File: src/rtl/dict_access_ctrl.sv
// LZW dictionary map RAM sequencer: lookup/insert, code counter, flush sweep.
// Optional per-kind response counters under `DICT_STATS_EN`.
module dict_access_ctrl #(
   parameter int ADDR_WIDTH = 11,
   parameter int DEPTH      = 2048,
   parameter int FIRST_CODE = 256
) (
   input  logic                  clk,
   input  logic                  rst,
   input  logic                  req_valid,
   output logic                  req_ready,
   input  logic [ADDR_WIDTH-1:0] req_addr,
   input  logic                  req_insert,
   output logic                  rsp_valid,
   output logic                  rsp_hit,
   output logic [ADDR_WIDTH-1:0] rsp_code,
   input  logic                  flush,
   output logic                  dict_full,
   output logic                  busy,
   output logic                  ram_cs,
   output logic                  ram_we,
   output logic [ADDR_WIDTH-1:0] ram_addr,
   output logic [ADDR_WIDTH-1:0] ram_wdata,
   input  logic [ADDR_WIDTH-1:0] ram_rdata
`ifdef DICT_STATS_EN
   ,
   output logic [31:0]           stat_hits,
   output logic [31:0]           stat_misses,
   output logic [31:0]           stat_inserts
`endif
);

   localparam int CW = ADDR_WIDTH + 1;
   localparam logic [CW-1:0] MAX_CODE = CW'(DEPTH - 1);
   localparam logic [CW-1:0] FIRST = CW'(FIRST_CODE);
   localparam logic [ADDR_WIDTH-1:0] LAST_ADDR = ADDR_WIDTH'(DEPTH - 1);

   typedef enum logic [2:0] {
      IDLE, RD, CHK, WR, RSP, CLR
   } state_t;

   state_t                state, state_nx;
   logic [ADDR_WIDTH-1:0] addr_q;
   logic                  ins_q;
   logic [ADDR_WIDTH-1:0] clr_addr;
   logic [CW-1:0]         next_code;
   logic                  did_ins;
   logic                  rd_hit;
   logic                  clr_last;

   // next_code is one bit wider than a code, so it saturates visibly
   assign dict_full = next_code[ADDR_WIDTH] | (next_code > MAX_CODE);
   assign busy      = (state != IDLE);
   assign rd_hit    = (ram_rdata != '0);
   assign clr_last  = (clr_addr == LAST_ADDR);

   always_comb begin
      state_nx  = state;
      req_ready = 1'b0;
      rsp_valid = 1'b0;
      ram_cs    = 1'b0;
      ram_we    = 1'b0;
      ram_addr  = '0;
      ram_wdata = '0;
      unique case (state)
         IDLE: begin
            req_ready = !flush;
            if (flush)          state_nx = CLR;
            else if (req_valid) state_nx = RD;
         end
         RD: begin
            ram_cs   = 1'b1;
            ram_addr = addr_q;
            state_nx = CHK;
         end
         CHK: begin
            if (rd_hit)                   state_nx = RSP;
            else if (ins_q && !dict_full) state_nx = WR;
            else                          state_nx = RSP;
         end
         WR: begin
            ram_cs    = 1'b1;
            ram_we    = 1'b1;
            ram_addr  = addr_q;
            ram_wdata = next_code[ADDR_WIDTH-1:0];
            state_nx  = RSP;
         end
         RSP: begin
            rsp_valid = 1'b1;
            state_nx  = IDLE;
         end
         CLR: begin
            ram_cs   = 1'b1;
            ram_we   = 1'b1;
            ram_addr = clr_addr;
            if (clr_last) state_nx = IDLE;
         end
         default: state_nx = IDLE;
      endcase
   end

   always_ff @(posedge clk or posedge rst) begin
      if (rst) begin
         state     <= IDLE;
         addr_q    <= '0;
         ins_q     <= 1'b0;
         clr_addr  <= '0;
         next_code <= FIRST;
         rsp_hit   <= 1'b0;
         rsp_code  <= '0;
         did_ins   <= 1'b0;
      end else begin
         state <= state_nx;
         unique case (state)
            IDLE: begin
               clr_addr <= '0;
               if (!flush && req_valid) begin
                  addr_q <= req_addr;
                  ins_q  <= req_insert;
               end
            end
            CHK: begin
               if (rd_hit) begin
                  rsp_hit  <= 1'b1;
                  rsp_code <= ram_rdata;
                  did_ins  <= 1'b0;
               end else if (!(ins_q && !dict_full)) begin
                  rsp_hit  <= 1'b0;
                  rsp_code <= '0;
                  did_ins  <= 1'b0;
               end
            end
            WR: begin
               next_code <= next_code + 1'b1;
               rsp_hit   <= 1'b0;
               rsp_code  <= next_code[ADDR_WIDTH-1:0];
               did_ins   <= 1'b1;
            end
            CLR: begin
               clr_addr <= clr_addr + 1'b1;
               if (clr_last) next_code <= FIRST;
            end
            default: ;
         endcase
      end
   end

`ifdef DICT_STATS_EN
   always_ff @(posedge clk or posedge rst) begin
      if (rst) begin
         stat_hits    <= '0;
         stat_misses  <= '0;
         stat_inserts <= '0;
      end else if (state == CLR && clr_last) begin
         stat_hits    <= '0;
         stat_misses  <= '0;
         stat_inserts <= '0;
      end else if (state == RSP) begin
         if (rsp_hit && stat_hits != '1)
            stat_hits <= stat_hits + 1;
         if (!rsp_hit && stat_misses != '1)
            stat_misses <= stat_misses + 1;
         if (did_ins && stat_inserts != '1)
            stat_inserts <= stat_inserts + 1;
      end
   end
`endif

endmodule

File: config.mk
export PLATFORM = sky130hd
export DESIGN_NAME = dict_access_ctrl
export DESIGN_NICKNAME = d
export VERILOG_FILES = /design/src/rtl/dict_access_ctrl.sv
export SDC_FILE = /design/constraint.sdc
export NUM_CORES = 1
export LEC_CHECK = 0
export ABC_AREA = 0
export CORE_ASPECT_RATIO = 1.1
export CORE_MARGIN = 1
export CORE_UTILIZATION = 51
export CTS_BUF_LIST = sky130_fd_sc_hd__clkbuf_8
export DETAILED_ROUTE_END_ITERATION = 16
export GPL_ROUTABILITY_DRIVEN = 0
export GPL_TIMING_DRIVEN = 0
export MAX_ROUTING_LAYER = met4
export PLACE_DENSITY = 0.83
export SLEW_MARGIN = 20
export SYNTH_ARGS = -nofsm -noshare
export SYNTH_HDL_FRONTEND = slang
export SYNTH_SLANG_ARGS = --single-unit
File: constraint.sdc
create_clock -name clk -period 1.7 [get_ports clk]
set_input_delay 0.34 -clock clk [delete_from_list [all_inputs] [get_ports clk]]
set_output_delay 0.34 -clock clk [all_outputs]
set_load 0.01 [all_outputs]
# After elaboration in Yosys (flattened, before gate mapping)

Cells that the tools add are included.
W data, S select, Z words.

Flip-flop bits (word level): 50
Output and inout bits: 40

Add/sub/neg operators: 2
Magnitude comparators: 1
Equal/unequal tests: 9
Mux-type cells: 21
Bitwise operators: 1
Reductions and logical operators: 17

Operators by type and width:

| operator                | count |
|---|---|
| $pmux W11 S2            | 3 |
| $mux W11                | 3 |
| $pmux W12 S2            | 1 |
| $mux W3                 | 5 |
| $pmux W3 S5             | 1 |
| $add A12 B1 Y12 const B | 1 |
| $gt A12 B11 Y1 const B  | 1 |
| $mux W12                | 1 |
| $add A11 B1 Y11 const B | 1 |
| $eq A11 B11 Y1 const B  | 1 |
| $reduce_bool A11 Y1     | 1 |
| $reduce_and A2 Y1       | 4 |
| $eq A3 B2 Y1 const B    | 2 |
| $eq A3 B3 Y1 const B    | 2 |
| $mux W1                 | 6 |
| $ne A3 B3 Y1 const B    | 2 |
| $reduce_bool A2 Y1      | 3 |
| $reduce_or A2 Y1        | 2 |
| $eq A3 B1 Y1 const B    | 1 |
| $logic_not A3 Y1        | 1 |
| $reduce_bool A3 Y1      | 1 |
| $reduce_or A3 Y1        | 1 |
| $logic_and A1 B1 Y1     | 2 |
| $logic_not A1 Y1        | 2 |
| other kinds (3)         | 3 |

# Longest topological paths before layout

Depth in word-level cells: 7
Mapped depth: 7
Depth with buffers taken out: 5

# Worst setup path after synthesis

No wires, ideal clock.

Path type: reg2reg
Start point: reg state[0]
End point: reg addr_q[0]
Setup time: 0.125 ns
Arrival: 1.472 ns
Data required time: 1.575 ns
Setup slack: 0.103 ns
Stages on the path, launching flop included: 8
Buffers on the path: 2
Clock period less this slack: 1.597 ns
Cell sequence: dfrtp_1 -> buf_6 -> nor3_4 -> inv_2 -> nor2_4 -> nand2_2 -> buf_6 -> mux2_4

Word-level cells in the longest chain between the ends: 2

RTL lines:

| item                        | line | text |
|---|---|---|
| start: declaration          | 42   | `state_t state, state_nx;` |
| start signal: assignment    | 113  | `state <= state_nx;` |
| $logic_not A3 Y1            | 114  | `unique case (state)` |
| $reduce_and A2 Y1 (no line) | --   |  |
| end signal: assignment      | 118  | `addr_q <= req_addr;` |
| end: declaration            | 43   | `logic [ADDR_WIDTH-1:0] addr_q;` |

Every way passes these cells.
A chain may end at the register's enable or synchronous reset.

# Worst setup path in the final report

Start point: reg state[0]
End point: out ram_addr[9]

Word-level cells in the longest chain between the ends: 3
Elaborated cells on any way between the ends: 5
Those cells by class: 3 x eq/ne; 1 x mux; 1 x reduce/logical

RTL lines:

| item                                         | line | text |
|---|---|---|
| $eq A3 B2 Y1 or $eq A3 B1 Y1 (tied branches) | 65   | `unique case (state)` |
| $reduce_or A2 Y1 (no line)                   | --   |  |
| $pmux W11 S2 (*)                             | 65   |  |
| end: declaration                             | 22   | `output logic [ADDR_WIDTH-1:0] ram_addr,` |

Mark *: on every way between the ends. The rest lies on a longest branch, timed or not.

==> flow_summary.toml <==
[power_and_ir_drop]
comb_power_share = 0.532
power_switching_mw = 2.32
p_total_mw = 6.33
seqPwrFrac = 0.304
ir_worst_vdd_uv = 757
internal-power_mw = 4.01
p_sw_frac = 0.366
power.density_nw_per_um2 = 1580
p_leak_nw = 1.92
p_clk_frac = 0.164

[synthesis]
synth_edf_count = 0
synth_area_leader_cell = "dfrtp_1"
yosysMostFrequentCell = "dfrtp_1"
syn_avg_cell_area_um2 = 10.2
syn-num-nets = 286
synthDistinctLibCells = 45
ys_seq_elements = 50
synth.area.top_cells = "dfrtp_1, mux2_4, a21oi_1"
syn_area_um2 = 2630
ys_warn_count = 0
syn_inst = 257
synthArstFlopShare = 1.00
ys_seq_area_frac = 0.477
synthTopCellsByCount = "dfrtp_1, a21oi_1, nand2_1"
yosys.area.top_type_share = 0.467
ys.flop_type = "dfrtp_1"

[floorplan]
die_area_um2 = 5440
start_util = 0.529
io_pins = 67
core_um2 = 4970
die_height_um = 77.2
die-width_um = 70.4
rows = 27

[run_status]
violations = "design-rule violations, negative setup slack"
outcome = "complete, but fails checks"

[route]
routedWlPerCell_um = 20.9
dr_wl_met2_um = 4470
m1WireLength_um = 3480
drc = 1
wl_met3_um = 590
dr.pass1.iters = 11
top_layer_used = "met4"
vias_per_cell = 6.13
routed_wl_um = 8900
route.vias.total = 2611
drt_iter0_markers = 259
antenna_left = 0

[global_route]
grt.total_usage = 0.311
grt_max_degree = 34
grt_pass1_vias = 2449
antenna_found_initial = 0
grt_overflow = 0
grt_pass1_wl_um = 12600

[worst_setup_path]
crit_fanout = 8
arrival_ns = 1.71
crit_path_end_kind = "primary output"
crit_required_ns = 1.36
path_class = "reg -> out"
cp-start-kind = "register"

[placed_design]
post-dp-hpwl_um = 4770
portBuffers = 66
place_inst = 382

[timing]
fin_crit_ns = 2.05
fin_skew_ns = 0.0129
maxSlewHeadroom = 0.734
drv_slew = 0
finalHoldViolations = 0
timing.hold.ws_ns = 0.314
finalSetupViolCount = 53
layout_setup_ws_ns = -0.351
rsz0062_at_grt = "true"
max_freq_mhz = 488
worst_slew_pin_slew_ns = 0.397
fin_crit_sh = 1.21

[cts]
htreeDepth = 2
clk_latency_ns = 0.32
path_clk_slew_ns = 0.10
cts_root_buffer = "clkbuf_8"
cts_tree = "done"
clock_sinks = 50
cts_made_buffers = 5
cts_buffer_depth = 2

[layout]
drive_gt1_frac = 0.386
post-route-util = 0.808
final_cells = 426
area_growth_pct = 52.9
diodes = 0
final_nets = 396

[run]
cap_viol_max_count = 0

[min_path]
worstHoldPathType = "in -> async"
-- final cells by class --
cell class / instances / area [um2]
Inverter: 6 / 28.8
Fill cell: 267 / 953
Timing Repair Buffer: 103 / 891
Clock inverter: 2 / 60.1
Tap cell: 58 / 72.6
Multi-Input combinational cell: 186 / 1470
Clock buffer: 6 / 82.6
Sequential cell: 50 / 1250
Buffer: 15 / 158
-- timing repair --
item,CTS,global route
setup endpoints to repair,44,65
pin swaps,8,18
cloned,2,0
buffers inserted,26,10
gates resized for setup,146,49
hold endpoints to repair,0,0
hold buffers,0,0
-- per-layer routing --
| metal | vias up | GRT usage |
|---|---|---|
| li1 | 1155 | - |
| met1 | 1254 | 0.401 |
| met2 | 164 | 0.489 |
| met3 | 38 | 0.0473 |
| met4 | 0 | 0.132 |
| met5 | - | - |
-- worst max-delay path, stage by stage (launching register included) --
cell	delay (ns)
dfrtp_1	0.40
buf_6	0.14
and3b_2	0.23
buf_6	0.14
buf_8	0.13
a22o_1	0.21
buf_2	0.14
-- final timing paths --
path / start / endpoint / slack (ns) / cells after the start
setup / recovery: state[0] / ram_addr[9] / -0.35 / 6
hold / removal: rst / next_code[11] / 0.31 / 2
setup reg to reg: state[0] / next_code[4] / -0.13 / 9
hold reg to reg: addr_q[1] / addr_q[1] / 0.52 / 1
max in group asynchronous: rst / next_code[8] / 0.82 / 3
min in group clk: addr_q[1] / addr_q[1] / 0.52 / 1
-- cell families after synthesis --
kind of cell | count (synthesis) | share of synthesized area
AND/OR/NAND/NOR | 93 | 0.211
AO/OA/AOI/OAI | 67 | 0.153
flip-flops | 50 | 0.477
buffers and inverters | 21 | 0.0415
multiplexers | 15 | 0.0782
XOR/XNOR | 9 | 0.0300
adder cells (fa/ha/maj) | 2 | 0.00953
-- power groups by stage --
stage                     combinational, mW  sequential, mW  clock [mW]
after floorplan                        1.35            1.88           0
after global placement                 2.29            1.86           0
after detailed placement               2.34            1.88           0
after CTS                              2.78            1.87        1.02
after global routing                   3.53            1.96        1.09
final                                  3.37            1.93        1.04
-- sequential cells by signal, indices dropped and copies added, names as in the netlist --
signal and count:
ins_q 1, rsp_hit 1, next_code 12, addr_q 11
state 3, clr_addr 11, rsp_code 11
-- placed cells by master (no fill, tap or decap), drive strengths merged, types with 2 or more instances in the layout --
| cell | n |
|---|---|
| a21oi | 26 |
| a22o | 9 |
| a31oi | 12 |
| and2 | 10 |
| and3 | 5 |
| and3b | 2 |
| and4 | 3 |
| buf | 74 |
| bufinv | 2 |
| clkbuf | 9 |
| clkdlybuf4s50 | 37 |
| dfrtp | 49 |
| dlygate4sd2 | 2 |
| ha | 2 |
| inv | 5 |
| mux2 | 14 |
| nand2 | 22 |
| nand2b | 3 |
| nand3 | 5 |
| nand3b | 4 |
| nand4 | 10 |
| nor2 | 14 |
| nor3 | 4 |
| nor3b | 2 |
| nor4 | 4 |
| o21ai | 15 |
| or3 | 2 |
| xnor2 | 4 |
| xor2 | 5 |
-- metrics by stage --
stage	setup slack [ns]	TNS, ns	area [um2]
after floorplan	0.103	0	2630
after global placement	-0.751	-52.42	3360
after detailed placement	-0.511	-15.89	3380
after CTS	-0.288	-5.13	3770
after global routing	-0.382	-10.43	4010
final	-0.351	-8.15	4010
No activity file was read; power rests on OpenSTA's default activity.
==> edit: new RTL, same flow settings <==
Set the parameter `ADDR_WIDTH` to 10 (it was 11).
--- a/src/rtl/dict_access_ctrl.sv
+++ b/src/rtl/dict_access_ctrl.sv
@@ -1,7 +1,7 @@
 // LZW dictionary map RAM sequencer: lookup/insert, code counter, flush sweep.
 // Optional per-kind response counters under `DICT_STATS_EN`.
 module dict_access_ctrl #(
-   parameter int ADDR_WIDTH = 11,
+   parameter int ADDR_WIDTH = 10,
    parameter int DEPTH      = 2048,
    parameter int FIRST_CODE = 256
 ) (
Interface: changed (5 resized); port bits go from 67 to 62. The function was not compared with the original's and may differ.
==> edit against the original RTL <==
The run ends with setup timing left; largest cell class unchanged; sequential cell count is 4 lower; sequential share of layout area decreased by 2.1 points; worst setup slack better by 0.16 ns; power shrank 3.4%; non-clock buffer count is 5 lower; area after synthesis decreased by 3.6%; routed wire length grew 0.72%; design area shrank 0.78%.
==> edit: results (changes against the original RTL) <==
Run status
  • Status: finished with violations
  • Failing checks: setup timing

STA
  • Slew HR: 62.6% (-11 points)
  • Setup-failing EPs final: 30 (-43%)
  • Slack of the critical path: -0.188 ns (+0.163 ns)

Worst setup path
  • FF-to-FF Start: state[1]$_DFFE_PP0P_
  • CP peak stage delay: 0.45 ns (+0.05 ns)
  • Delay-heaviest family, CP: flip-flops
  • Crit path DAT: 1.55 ns (-0.16 ns)
  • R2R depth: 7 (-2)
  • Master of the slowest instance on the critical path: dfrtp_2
  • Worst-path fanout max: 6 (-2)
  • Worst reg-to-reg setup slack: -0.08 ns (+0.05 ns)

Power
  • Worst VDD drop: 1.06 mV (+41%)
  • Leak: 1.93 nW (+0.19%)
  • Switching share of power: 38.2% (+1.5 points)

Final layout
  • Layout cells sized above 1: 45.5% (+6.9 points)
  • # nets final: 378 (-4.5%)

Placed design
  • Port bufs: 61 (-7.6%)
  • Post-placement cell area: 3230 sq um (-4.4%)
  • DP HPWL: 4680 um (-1.9%)

Synthesis
  • Largest cells by area after synthesis: dfrtp_1 (45%), mux2_4 (5.9%), mux2_2 (3.6%)
  • Register area share after synthesis: 45.5% (-2.2 points)

Drt
  • Vias: 2477 (-5.1%)
  • WL/cell: 22.0 um (+5.2%)

Global route
  • GRT Overall Usage: 30.1% (-0.99 points)
## edit: power by group through the flow
stage / clock network (mW) / logic, mW / registers [mW]
6_report: 0.848 / 3.49 / 1.78
2_1_floorplan: 0 / 1.40 / 1.73
3_3_place_gp: 0 / 2.25 / 1.74
5_1_grt: 0.886 / 3.67 / 1.81
3_5_place_dp: 0 / 2.30 / 1.76
4_1_cts: 0.838 / 2.82 / 1.73
## edit: cells by family after synthesis
logic type | synth area share, %
flops | 45.5
compound gates | 11.7
xor+xnor | 3.12
simple gates | 23.1
fa+ha+maj | 0.989
mux | 11.5
buf+inv | 4.10
## edit: worst max path at each step
stage	slack, ns	cells past startpoint	endpoint	start
after floorplan	0.07	6	addr_q[0]$_DFFE_PP0P_	state[0]$_DFFE_PP0P_
after global placement	-0.61	2	next_code[10]$_DFFE_PP0P_	rst
after detailed placement	-0.60	6	rsp_code[4]$_DFFE_PP0P_	ram_rdata[0]
after CTS	-0.12	6	ram_addr[7]	state[2]$_DFFE_PP0P_
after global routing	-0.27	6	ram_addr[2]	state[1]$_DFFE_PP0P_
final	-0.19	6	ram_addr[2]	state[1]$_DFFE_PP0P_
## edit: cell type report
| cell class | instances | area (sq um) |
|---|---|---|
| multi-input cells | 178 | 1520 |
| repair buffers | 100 | 941 |
| flip-flops and latches | 46 | 1160 |
| clock buffers | 5 | 68.8 |
| inverters | 7 | 26.3 |
| fillers | 260 | 736 |
| clock inverters | 3 | 45.0 |
| well taps | 56 | 70.1 |
| plain buffers | 13 | 149 |
## edit: timing repair
item	4_1_cts	5_1_grt
gates resized for setup	156	71
pin swaps	11	23
hold buffers	0	0
setup endpoints to repair	46	61
cloned	1	1
setup buffers	21	16
## edit: per-stage QoR
step           setup TNS [ns]  hold WS, ns
2_1_floorplan               0        0.465
3_3_place_gp           -41.24        0.469
3_5_place_dp           -13.85        0.483
4_1_cts                 -1.24        0.299
5_1_grt                 -5.47        0.327
6_report                -3.47        0.302
## edit: layer usage
layer,vias up,part of all wire (%),global-route usage [%]
met5,-,0,-
met4,0,3.7,12.5
met3,30,6.1,4.76
met2,152,54,56.3
met1,1217,37,32.5
li1,1078,-,-
## edit: worst register-to-register path: cells and delay by family (launching register included)
| kind | cells | cell delay, ns |
|---|---|---|
| AOI/OAI and AO/OA | 1 | 0.17 |
| DFF | 1 | 0.45 |
| muxes | 1 | 0.27 |
| and+or+nand+nor | 2 | 0.40 |
| buffers and inverters | 3 | 0.39 |
